### config.mk
export PLATFORM = sky130hd
export DESIGN_NAME = pc_unit
export DESIGN_NICKNAME = d
export VERILOG_FILES = /design/src/rtl/pc_pkg.sv /design/src/rtl/pc_ras.sv /design/src/rtl/pc_unit.sv
export SDC_FILE = /design/constraint.sdc
export NUM_CORES = 1
export LEC_CHECK = 0
export CAP_MARGIN = 30
export CORE_MARGIN = 1
export CORE_UTILIZATION = 25
export DETAILED_ROUTE_END_ITERATION = 12
export DONT_BUFFER_PORTS = 1
export PLACE_DENSITY = 0.49
export SETUP_SLACK_MARGIN = 0.3
export SYNTH_ARGS = -nofsm -noshare
export SYNTH_HDL_FRONTEND = slang
export SYNTH_SLANG_ARGS = --single-unit
### constraint.sdc
create_clock -name clk -period 3.11 [get_ports clk]
set_clock_uncertainty 0.1 [all_clocks]
set_input_delay 0.933 -clock clk [delete_from_list [all_inputs] [get_ports clk]]
set_output_delay 0.933 -clock clk [all_outputs]
set_load 0.02 [all_outputs]
### src/rtl/pc_pkg.sv
// Shared types and constants for the program-counter unit.
package pc_pkg;

    localparam int unsigned PC_STEP = 4;

    typedef enum logic [1:0] {
        ST_BOOT = 2'd0,
        ST_RUN  = 2'd1,
        ST_HALT = 2'd2
    } pc_state_e;

    // Source of the next PC value
    typedef enum logic [2:0] {
        SEL_HOLD   = 3'd0,
        SEL_INC    = 3'd1,
        SEL_EXC    = 3'd2,
        SEL_RET    = 3'd3,
        SEL_JUMP   = 3'd4,
        SEL_BRANCH = 3'd5
    } pc_sel_e;

endpackage

### src/rtl/pc_ras.sv
// Circular return-address stack; a push on a full stack overwrites the oldest entry.
module pc_ras #(
    parameter int unsigned DEPTH = 4,
    parameter int unsigned WIDTH = 32
) (
    input  logic             clk,
    input  logic             rst_n,
    input  logic             push_i,
    input  logic             pop_i,
    input  logic [WIDTH-1:0] push_data_i,
    output logic [WIDTH-1:0] top_o,
    output logic             empty_o,
    output logic             full_o
);

    localparam int unsigned PTR_W = (DEPTH > 1) ? $clog2(DEPTH) : 1;
    localparam int unsigned CNT_W = $clog2(DEPTH + 1);

    logic [WIDTH-1:0] mem_q [DEPTH];
    logic [PTR_W-1:0] ptr_q, ptr_d;
    logic [CNT_W-1:0] count_q, count_d;
    logic [PTR_W-1:0] top_idx;
    logic             do_pop;

    assign top_idx = ptr_q - PTR_W'(1);
    assign empty_o = (count_q == '0);
    assign full_o  = (count_q == CNT_W'(DEPTH));
    assign top_o   = mem_q[top_idx];
    assign do_pop  = pop_i && !empty_o;

    always_comb begin
        ptr_d   = ptr_q;
        count_d = count_q;
        if (push_i && !do_pop) begin
            ptr_d   = ptr_q + PTR_W'(1);
            count_d = full_o ? count_q : count_q + CNT_W'(1);
        end else if (do_pop && !push_i) begin
            ptr_d   = top_idx;
            count_d = count_q - CNT_W'(1);
        end
    end

    always_ff @(posedge clk or negedge rst_n) begin
        if (!rst_n) begin
            ptr_q   <= '0;
            count_q <= '0;
        end else begin
            ptr_q   <= ptr_d;
            count_q <= count_d;
        end
    end

    // Simultaneous push and pop replaces the top entry in place
    always_ff @(posedge clk) begin
        if (push_i && do_pop) begin
            mem_q[top_idx] <= push_data_i;
        end else if (push_i) begin
            mem_q[ptr_q] <= push_data_i;
        end
    end

endmodule

### src/rtl/pc_unit.sv
// Program-counter unit: BOOT/RUN/HALT control, prioritised redirects, optional RAS.
// Build option: define PC_UNIT_RAS_EN to include the return-address stack.
module pc_unit
    import pc_pkg::*;
#(
    parameter int unsigned       WIDTH        = 32,
    parameter logic [WIDTH-1:0]  RESET_VECTOR = '0,
    parameter logic [WIDTH-1:0]  EXC_VECTOR   = WIDTH'(32'h0000_0080),
    parameter int unsigned       RAS_DEPTH    = 4
) (
    input  logic             clk,
    input  logic             rst_n,
    input  logic             stall_i,
    input  logic             halt_i,
    input  logic             resume_i,
    input  logic             exception_i,
    input  logic             jump_i,
    input  logic [WIDTH-1:0] jump_target_i,
    input  logic             branch_taken_i,
    input  logic [WIDTH-1:0] branch_target_i,
    input  logic             call_i,
    input  logic             ret_i,
    output logic [WIDTH-1:0] pc_o,
    output logic [WIDTH-1:0] pc_plus4_o,
    output logic             pc_valid_o,
    output logic             misaligned_o,
    output logic             ras_underflow_o
);

    pc_state_e        state_q, state_d;
    pc_sel_e          sel;
    logic [WIDTH-1:0] pc_q, pc_d;
    logic             pc_valid_q;
    logic             misaligned_q, misaligned_d;
    logic             ras_underflow_q, ras_underflow_d;
    logic [WIDTH-1:0] target;
    logic             load;
    logic             ret_en;
    logic [WIDTH-1:0] ras_top;
    logic             ras_empty;

    assign pc_plus4_o = pc_q + WIDTH'(PC_STEP);

    always_comb begin
        state_d         = state_q;
        sel             = SEL_HOLD;
        ras_underflow_d = 1'b0;
        case (state_q)
            ST_BOOT: state_d = ST_RUN;
            ST_RUN: begin
                if (exception_i) begin
                    sel = SEL_EXC;
                end else if (ret_en) begin
                    if (ras_empty) begin
                        sel             = SEL_INC;
                        ras_underflow_d = 1'b1;
                    end else begin
                        sel = SEL_RET;
                    end
                end else if (jump_i) begin
                    sel = SEL_JUMP;
                end else if (branch_taken_i) begin
                    sel = SEL_BRANCH;
                end else if (halt_i) begin
                    state_d = ST_HALT;
                end else if (!stall_i) begin
                    sel = SEL_INC;
                end
            end
            ST_HALT: begin
                if (exception_i) begin
                    sel     = SEL_EXC;
                    state_d = ST_RUN;
                end else if (resume_i) begin
                    state_d = ST_RUN;
                end
            end
            default: state_d = ST_BOOT;
        endcase
    end

    // Target mux; loaded targets are word-aligned and flag dropped low bits
    always_comb begin
        target = '0;
        load   = 1'b1;
        case (sel)
            SEL_EXC:    target = EXC_VECTOR;
            SEL_RET:    target = ras_top;
            SEL_JUMP:   target = jump_target_i;
            SEL_BRANCH: target = branch_target_i;
            default:    load   = 1'b0;
        endcase
        misaligned_d = load && (|target[1:0]);
        if (load) begin
            pc_d = target & ~WIDTH'(PC_STEP - 1);
        end else if (sel == SEL_INC) begin
            pc_d = pc_plus4_o;
        end else begin
            pc_d = pc_q;
        end
    end

    always_ff @(posedge clk or negedge rst_n) begin
        if (!rst_n) begin
            state_q         <= ST_BOOT;
            pc_q            <= RESET_VECTOR;
            pc_valid_q      <= 1'b0;
            misaligned_q    <= 1'b0;
            ras_underflow_q <= 1'b0;
        end else begin
            state_q         <= state_d;
            pc_q            <= pc_d;
            pc_valid_q      <= (state_d == ST_RUN);
            misaligned_q    <= misaligned_d;
            ras_underflow_q <= ras_underflow_d;
        end
    end

    assign pc_o            = pc_q;
    assign pc_valid_o      = pc_valid_q;
    assign misaligned_o    = misaligned_q;
    assign ras_underflow_o = ras_underflow_q;

`ifdef PC_UNIT_RAS_EN
    logic ras_push;
    logic ras_pop;
    logic ras_full_unused;

    assign ret_en   = ret_i;
    assign ras_push = (state_q == ST_RUN) && call_i;
    assign ras_pop  = (sel == SEL_RET);

    pc_ras #(
        .DEPTH (RAS_DEPTH),
        .WIDTH (WIDTH)
    ) u_ras (
        .clk         (clk),
        .rst_n       (rst_n),
        .push_i      (ras_push),
        .pop_i       (ras_pop),
        .push_data_i (pc_plus4_o),
        .top_o       (ras_top),
        .empty_o     (ras_empty),
        .full_o      (ras_full_unused)
    );
`else
    logic ras_unused;

    assign ret_en     = 1'b0;
    assign ras_top    = '0;
    assign ras_empty  = 1'b1;
    assign ras_unused = call_i ^ ret_i;
`endif

endmodule
==> impl_metrics.json <==
{
  "finalCritPeriodShare_pct": 100,
  "ys_seq_area_share_pct": 29.6,
  "synthFlopType": "dfrtp_1",
  "path_cells": "ha_4 -> nand3_4 -> buf_6 -> nor4_4 -> buf_4 -> nand4_1 -> buf_6 -> xnor2_2 -> buf_4",
  "die-width_microns": 109,
  "cpMaxStageDelayCell": "dfrtp_2",
  "grt_max_degree": 41,
  "final_nets": 511,
  "io_pins": 141,
  "tns_ps": -10.9,
  "synth_most_common_cell": "nor2_1",
  "tightest_slew_ps": 598,
  "cts_tree": "done",
  "cpPeakStageDelay_ps": 390,
  "maxCapViolations": 0,
  "min_period_ps": 3120,
  "p_leak_nw": 1.84,
  "worstPathMaxFanout": 3,
  "first_iter_violations": 72,
  "synthCells": 356,
  "drv_slew": 0,
  "netlist_area_sq_um": 2870,
  "crit_required_ps": 2080,
  "fin_hold_ws_ps": 248,
  "routed_via_density": 5.60,
  "dieArea_sq_um": 11900,
  "slew_headroom_pct": 59.9,
  "setup_viol": 1,
  "clock_latency_ps": 280,
  "path_clk_slew_ps": 60,
  "yosys_register_bits": 34,
  "cts_buffers": 5,
  "core_sq_um": 11000,
  "clock_sinks": 34,
  "globalRouteTotalUtil_pct": 18.6,
  "dr.pass1.iters": 5,
  "cts_root_buffer": "clkbuf_16",
  "cts_hold_buf": 0,
  "synth_top_cell_by_area": "dfrtp_1",
  "grt_pass1_wl_mm": 16.6,
  "dp_hpwl_mm": 7.91,
  "grt_antenna_before_repair": 0,
  "drc": 0,
  "grt_pass1_vias": 3042,
  "synthTopCellsByArea": "dfrtp_1, xnor2_1, a22oi_1",
  "synth_top_area_share_pct": 29.6,
  "r2r-start": "state_q[0]",
  "ff2ff_path_depth": 7,
  "grt_setup_unrepaired": "yes",
  "synthDistinctLibCells": 59,
  "die_h_microns": 109,
  "async_flop_share_pct": 100,
  "crit_type": "register to output port",
  "gp_congestion": 0.818,
  "syn_avg_cell_area_sq_um": 8.07,
  "routed_wl_mm": 11.3,
  "end_kind": "output port",
  "vdd_drop_max_mv": 0.345,
  "cts_buffer_depth": 2,
  "postRouteAntennaNets": 0,
  "layout_setup_ws_ps": -10.9,
  "cts_max_level": 2,
  "yosysWarnings": 0,
  "vias": 3209,
  "worstHoldPathType": "input pin to asynchronous set/reset pin",
  "start_util_pct": 26.0,
  "setup.worst_path.start_class": "register",
  "arrival_ps": 2090,
  "diodes": 0,
  "wl_per_cell_microns": 19.8,
  "p_per_area_nw_per_um2": 818,
  "outcome": "complete, but fails checks",
  "startpoint": "pc_o[3]",
  "violations": "negative setup slack",
  "row_count": 38,
  "port_buffers": 0,
  "globalRouteOverflowTotal": 0,
  "yosys-top-cells-count": "nor2_1, dfrtp_1, a21oi_1, nand2_1, o21ai_0",
  "fmax_mhz": 320,
  "drive_above_1_share_pct": 37.9,
  "hold_viol_final": 0,
  "synth_edf_count": 0,
  "syn_to_final_growth_pct": 48.3,
  "dp_slack_ps": 189
}
## placed cells by master (no fill, tap or decap), drive strengths merged, types with 3 or more instances in the layout
| cell type | Yosys | layout |
|---|---|---|
| a22o | 11 | 11 |
| o211ai | 7 | 7 |
| xnor2 | 18 | 18 |
| mux2i | 3 | 3 |
| ha | 5 | 5 |
| o22ai | 4 | 4 |
| a21oi | 24 | 24 |
| dfrtp | 34 | 34 |
| a22oi | 20 | 20 |
| nor2 | 40 | 40 |
| o2bb2ai | 3 | 3 |
| nand3 | 13 | 13 |
| nor4 | 6 | 6 |
| inv | 10 | 10 |
| a31oi | 6 | 6 |
| nand2 | 24 | 24 |
| clkbuf | 18 | 7 |
| buf | 10 | 93 |
| xor2 | 11 | 11 |
| conb | 1 | 5 |
| a221oi | 3 | 3 |
| o21ai | 21 | 21 |
| or2 | 3 | 3 |
| nand4 | 11 | 11 |
| nor3 | 17 | 17 |
## registers in the layout, indices dropped and copies added, names as in the netlist
| signal | cells |
|---|---|
| state_q | 2 |
| misaligned_o | 1 |
| pc_valid_o | 1 |
| pc_o | 30 |
## metrics by stage
| stage | instance area (sq um) | util [%] | total power, mW | std cells |
|---|---|---|---|---|
| floorplan | 2990 | - | 2.14 | 360 |
| global placement | 3490 | 31.6 | 2.82 | 532 |
| detailed placement | 3490 | 31.6 | 2.84 | 532 |
| CTS | 3980 | 36.1 | 3.44 | 562 |
| global route | 4260 | 38.6 | 3.70 | 573 |
| finish | 4260 | 38.6 | 3.48 | 573 |
## critical path: cells and delay by family, from the launching register on
family        cells  cell delay (ps)
xor+xnor          1              120
fa+ha+maj         1              160
buf+inv           4              650
flops             1              390
simple gates      3              470
## timing repair
item / 4_1_cts / 5_1_grt
setup buffers: 22 / 11
resized for setup: 33 / 30
hold endpoints to repair: 0 / 0
pin swaps: 16 / 24
setup endpoints to repair: 22 / 24
## worst paths after layout
| kind | end | slack, ps |
|---|---|---|
| worst max register to register | pc_o[27] | 600 |
| min in group clk | pc_valid_o | 540 |
| worst min-delay path | pc_o[13] | 250 |
| max in group asynchronous | pc_o[10] | 2560 |
| worst max-delay path | pc_plus4_o[30] | -10 |
| worst min register to register | pc_valid_o | 540 |
## cell families (layout without fill, tap and decap cells)
family | count (synthesis) | after routing | synth area share (%)
DFF | 34 | 34 | 29.6
and+or+nand+nor | 123 | 123 | 22.1
xor gates and xnor gates | 29 | 29 | 8.84
buffers and inverters | 38 | 111 | 5.79
other | 1 | 5 | 0.131
adders and majority gates | 5 | 5 | 2.18
AOI/OAI and AO/OA | 123 | 123 | 30.3
muxes | 3 | 3 | 1.05
## cell type report
class                      instances  area [sq um]
fill                            1139          6770
multi-input combinational        288          2250
sequential                        34           862
timing repair buffer              93           788
tap                              140           175
clock buffer                       7           143
inverter                          10          37.5
clock inverter                     1          5.00
## power by group
group          switching (mW)  internal, mW  leakage (nW)  total [mW]
Sequential              0.183         0.608         0.431       0.792
Combinational            1.37         0.812          1.33        2.18
Clock                   0.196         0.318        0.0739       0.513
Total                    1.75          1.74          1.84        3.48
## per-layer routing
metal / wire (microns) / global-route usage, % / up-vias
li1: - / - / 1481
met3: 715 / 3.83 / 8
met1: 4960 / 24.0 / 1596
met4: 99 / 4.48 / 0
met5: 0 / 0 / -
met2: 5570 / 31.4 / 124
(Power assumes the default switching activity.)
